$ cat src/rtl/oai222_sweep_pkg.sv
// Shared types, widths and the golden OAI222 function for the sweep checker.
package oai222_sweep_pkg;

  typedef enum logic [1:0] {
    ST_IDLE,
    ST_SETTLE,
    ST_SAMPLE,
    ST_FIN
  } state_e;

  localparam int VEC_W = 6;
  localparam int CNT_W = 7;
  localparam logic [CNT_W-1:0] FAIL_SAT = 7'd127;

  // vec = {C2,C1,B2,B1,A2,A1}
  function automatic logic oai222_golden(input logic [VEC_W-1:0] vec);
    return !((vec[0] | vec[1]) & (vec[2] | vec[3]) & (vec[4] | vec[5]));
  endfunction

endpackage

$ cat src/rtl/oai222_sweep_seq.sv
// Vector, loop and settle counters for the sweep, with terminal-count flags.
module oai222_sweep_seq
  import oai222_sweep_pkg::*;
#(
  parameter int unsigned SETTLE_CYCLES = 2,
  parameter int unsigned LOOPS         = 1
) (
  input  logic             clk,
  input  logic             rst_n,
  input  logic             start_i,
  input  logic             tick_i,
  input  logic             advance_i,
  input  logic             park_i,
  output logic [VEC_W-1:0] vec_o,
  output logic             settle_done_o,
  output logic             last_o
);

  localparam logic [3:0] SETTLE_LOAD = 4'(SETTLE_CYCLES);
  localparam logic [7:0] LOOP_LAST   = 8'(LOOPS - 1);

  logic [VEC_W-1:0] vec_q, vec_d;
  logic [7:0]       loop_q, loop_d;
  logic [3:0]       settle_q, settle_d;

  // NOTE: every next-state signal gets a hold default first so no latch is inferred.
  always_comb begin
    vec_d    = vec_q;
    loop_d   = loop_q;
    settle_d = settle_q;
    if (start_i) begin
      vec_d    = '0;
      loop_d   = '0;
      settle_d = SETTLE_LOAD;
    end else if (park_i) begin
      vec_d  = '0;
      loop_d = '0;
    end else if (advance_i) begin
      vec_d    = vec_q + 1'b1;
      settle_d = SETTLE_LOAD;
      if (vec_q == '1) loop_d = loop_q + 8'd1;
    end else if (tick_i) begin
      settle_d = settle_q - 4'd1;
    end
  end

  // NOTE: sequential state uses non-blocking assignments so all registers update together.
  always_ff @(posedge clk or negedge rst_n) begin
    if (!rst_n) begin
      vec_q    <= '0;
      loop_q   <= '0;
      settle_q <= '0;
    end else begin
      vec_q    <= vec_d;
      loop_q   <= loop_d;
      settle_q <= settle_d;
    end
  end

  assign vec_o         = vec_q;
  assign settle_done_o = (settle_q == 4'd1);
  assign last_o        = (vec_q == '1) && (loop_q == LOOP_LAST);

endmodule

$ cat config.mk
export PLATFORM = sky130hd
export DESIGN_NAME = oai222_sweep_seq
export DESIGN_NICKNAME = d
export VERILOG_FILES = /design/src/rtl/oai222_sweep_pkg.sv /design/src/rtl/oai222_sweep_seq.sv
export SDC_FILE = /design/constraint.sdc
export NUM_CORES = 1
export LEC_CHECK = 0
export ABC_CLOCK_PERIOD_IN_PS = 1700
export CAP_MARGIN = 0
export CORE_UTILIZATION = 52
export DETAILED_ROUTE_END_ITERATION = 10
export GPL_TIMING_DRIVEN = 0
export PLACE_DENSITY = 0.81
export SKIP_LAST_GASP = 1
export SLEW_MARGIN = 20
export SYNTH_ARGS = -nofsm -noshare
export SYNTH_HDL_FRONTEND = slang
export SYNTH_SLANG_ARGS = --single-unit
$ cat constraint.sdc
create_clock -name clk -period 1.7 [get_ports clk]
set_input_delay 0.17 -clock clk [delete_from_list [all_inputs] [get_ports clk]]
set_output_delay 0.17 -clock clk [all_outputs]
set_load 0.02 [all_outputs]
; Word level (Yosys, flattened, before mapping)
; Index checks and enable logic that the tools add are counted.
[word_totals]
regBits = 18
out_inout_bits = 8
wordCells = 27
[op_classes]
add_sub_neg = 3
n_eq_ne = 3
muxes = 11
n_reduce_logical = 7
[ops]
columns = op, count
row1 = $mux 8, 4
row2 = $mux 6, 3
row3 = $mux 4, 4
row4 = $reduce_bool 3->1, 3
row5 = $add 8x1->8 const B, 1
row6 = $logic_not 8->1, 1
row7 = $add 6x1->6 const B, 1
row8 = $eq 6x6->1 const B, 1
row9 = $eq 4x1->1 const B, 1
row10 = $reduce_and 2->1, 2
row11 = $sub 4x1->4 const B, 1
row12 = $ne 2x2->1 const B, 1
row13 = $logic_and 1x1->1, 1

; Longest topological paths before layout
[depth]
word_depth = 5
depth_mapped = 5
depth_no_buf = 5

; Least setup slack after synthesis
; OpenSTA, ideal clock, no wires.
[synth_timing]
path_kind = reg-to-output
from = register vec_q[0], in the netlist vec_o[0]
to = output port last_o
arrival_time_ns = 1.792
required_ns = 1.530
path_slack_ns = -0.262
path_stages_with_launch = 4
n_path_buf = 0
path_cell_list = dfrtp_1 ha_1 or4bb_1 nor4_1
[synth_via]
elab_chain_len = 2
[synth_lines]
columns = item, line
row1 = "start, declared", oai222_sweep_seq.sv:22  ; logic [VEC_W-1:0] vec_q, vec_d;
row2 = "start signal, assigned", oai222_sweep_seq.sv:54  ; vec_q <= vec_d;
row3 = $eq 6x6->1, oai222_sweep_seq.sv:62  ; assign last_o = (vec_q == '1) && (loop_q == LOOP_LAST);
row4 = $logic_and 1x1->1, oai222_sweep_seq.sv:62
row5 = "end, declared", oai222_sweep_seq.sv:16  ; output logic last_o
; No other way between the ends.

; Worst setup path after layout
[layout_timing]
from = register vec_q[1], in the netlist vec_o[1]
to = output port last_o
; Same word-level chain as after synthesis.

==> metrics.txt <==
Netlist cell types 29; Final nets 142; DRT Pass-1 Iters 4; Starting Density 57.09%; worst setup margin -0.2292 ns; initial antenna violation count 0; Ports 14; Req. time, crit path 1.53 ns; Synth Instances 108; Placed Area 1174 µm²; Detailed Place HPWL 1483 µm; share of layout cells above drive strength 1 13.85%; syn_area_per_cell 9.326 µm²; CP Class register to primary output; # diodes 0; Critical Path End Type primary output; CTS buffer count 3; P_leak 0.4898 nW; die width 46.01 µm; WHS 0.2316 ns; CORE AREA 1764 µm²; max_cap viols 0; minimum clock period 1.929 ns; I/O Buffers 12; Post-Syn Nets 119; vias in the first global route 844; full die area 2117 µm²; Worst Tran Pin Value 0.8083 ns; CTS max path bufs 2; slew margin rel. 45.94%; outcome finished with violations; row count 15; Clock Latency Late Sink 0.30 ns; global-route wire length before repair 3519 µm; Tcrit/Tclk final 113.5%; Post-Route WL 2178 µm; area growth from synthesis to layout 26.34%; total number of vias 894; Worst EP arrival 1.76 ns; Via density 5.768; sequential share of the synthesized area 44.72%; CTS root buffer clkbuf_4; yosys warns 0; violated checks negative setup slack; Crit Path Max Fanout 4; TritonCTS clock tree done; Remaining DRCs 0; GP Congestion 0.8047; post-DR wirelength/cell 14.05 µm; Tot Pwr 0.0007702 W; PD cells 605.3 nW/µm²; final hold violations 0; final-report max-slew violation count 0; Antenna Nets Post-Route 0; Fmax 518.3 MHz; worst vdd ir 0.5344 mV; DR iter-0 viols 16; Clock Pin Slew Worst Setup and Hold Paths 0.11 ns; pin count of the biggest net entering global routing 19; Setup TNS -0.2292 ns; Finished Cell Area 1272 µm²; clock skew 0.005608 ns; worst slack, placed -0.4767 ns; total track usage 24.67%; synthesized cell area 1007 µm²; Setup Viol. Count Final 1; layout filler cell count 155; DIE HEIGHT 46.01 µm; #FFs+latches synth 18; RSZ-0062 raised after global routing yes; HP Class primary input to register; Critical Path Source Type register; Clock Sinks 18; GRT overflow 0; CTS HTree Levels 1
cell usage in the layout (no fill, tap or decap), types with 2 or more instances in the layout:
cell type / instances
a21oi_1: 11
dfrtp_1: 18
buf_2: 2
nand4_1: 4
mux2i_1: 2
o31ai_1: 5
or4_1: 6
or3_1: 3
inv_1: 5
nor3_1: 2
xnor2_1: 2
o21a_1: 2
clkbuf_4: 3
clkdlybuf4s50_1: 10
ha_1: 4
clkbuf_1: 2
nand3_1: 5
o21ai_0: 6
nand2_1: 8
buf_4: 7
nor2_1: 7
logic make-up (layout without fill, tap and decap cells):
logic type                 Yosys count  in the layout  synth area share, %
AOI/OAI and AO/OA                   26             26                15.03
adders and majority gates            5              5                6.211
muxes                                2              2                1.988
xor gates and xnor gates             3              3                2.609
buffers and inverters                9             31                3.603
DFF                                 18             18                44.72
and+or+nand+nor                     45             45                25.84
cell type report:
type                    instances  area, µm²  area share [%]
well taps                      25      31.28           2.458
repair buffers                 18      162.7           12.78
plain buffers                   4      17.52           1.377
inverters                       5      18.77           1.475
flip-flops and latches         18      450.4           35.40
clock buffers                   4      36.28           2.852
multi-input cells              81      555.5           43.66
per-stage QoR:
stage                     cells  utilization, %
after floorplan             108               -
after global placement      145           66.52
after detailed placement    145           66.52
after CTS                   153           70.43
after global routing        155           72.13
final                       155           72.13
report_power, final:
part	internal [W]	leakage, nW	switching [W]
clock network	0.000131	0.0210	0.000138
logic	0.0000266	0.223	0.0000390
registers	0.000432	0.246	0.00000349
worst max-delay path, stage by stage, from the launching register on:
cell and delay [ns]:
dfrtp_1 0.40, ha_4 0.16, or4bb_4 0.53, nor4_4 0.18, buf_4 0.19
metal layers:
metal	vias to the layer above	wire, µm	global-route usage (%)
met2	16	1063	41.69
met1	423	969	27.75
li1	449	-	-
met4	0	51	10.59
met5	-	0	0
met3	6	93	8.730
path summary, 6_finish.rpt:
check | startpoint | endpoint | slack, ns | cells after the start
hold reg to reg | loop_q[7]$_DFFE_PN0P_ | loop_q[7]$_DFFE_PN0P_ | 0.56 | 2
setup / recovery | vec_o[1]$_DFFE_PN0P_ | last_o | -0.23 | 4
min in group asynchronous | rst_n | loop_q[0]$_DFFE_PN0P_ | 0.32 | 1
setup reg to reg | vec_o[1]$_DFFE_PN0P_ | loop_q[5]$_DFFE_PN0P_ | 0.11 | 5
hold / removal | park_i | settle_q[3]$_DFFE_PN0P_ | 0.23 | 3
max in group asynchronous | rst_n | loop_q[1]$_DFFE_PN0P_ | 0.87 | 1
flip-flops by register name, summed over array words and instances, names as in the netlist:
register and cells:
loop_q 8, vec_o 6, settle_q 4
what timing repair did:
item	CTS	global route
resized for setup	8	3
hold buffers	0	0
pin swaps	3	0
buffers inserted	4	2
setup endpoints to repair	3	4
cell usage after synthesis:
| library cell | n | area [µm²] |
|---|---|---|
| a21o_1 | 1 | 7.510 |
| ha_1 | 5 | 62.56 |
| xnor2_1 | 2 | 17.52 |
| inv_1 | 5 | 18.77 |
| nand3_1 | 5 | 25.02 |
| o31ai_1 | 5 | 37.54 |
| nor2_1 | 7 | 26.28 |
| nand2_1 | 8 | 30.03 |
| nor3_1 | 2 | 10.01 |
| o21ai_0 | 6 | 30.03 |
| a31oi_1 | 1 | 6.260 |
| mux2i_1 | 2 | 20.02 |
| and4_1 | 1 | 8.760 |
| nand3b_1 | 1 | 7.510 |
| dfrtp_1 | 18 | 450.4 |
| nor4_1 | 2 | 12.51 |
| or4_1 | 7 | 52.55 |
| a21oi_1 | 11 | 55.05 |
| xor2_1 | 1 | 8.760 |
| nand4_1 | 4 | 25.02 |
| clkbuf_1 | 2 | 7.510 |
| buf_2 | 2 | 10.01 |
| or4b_1 | 1 | 10.01 |
| or3_1 | 3 | 18.77 |
| nor3b_1 | 1 | 7.510 |
| or2_2 | 1 | 6.260 |
| o21a_1 | 2 | 15.01 |
| or4bb_1 | 1 | 11.26 |
| nand4b_1 | 1 | 8.760 |
Power figures use the tool's default switching activity.
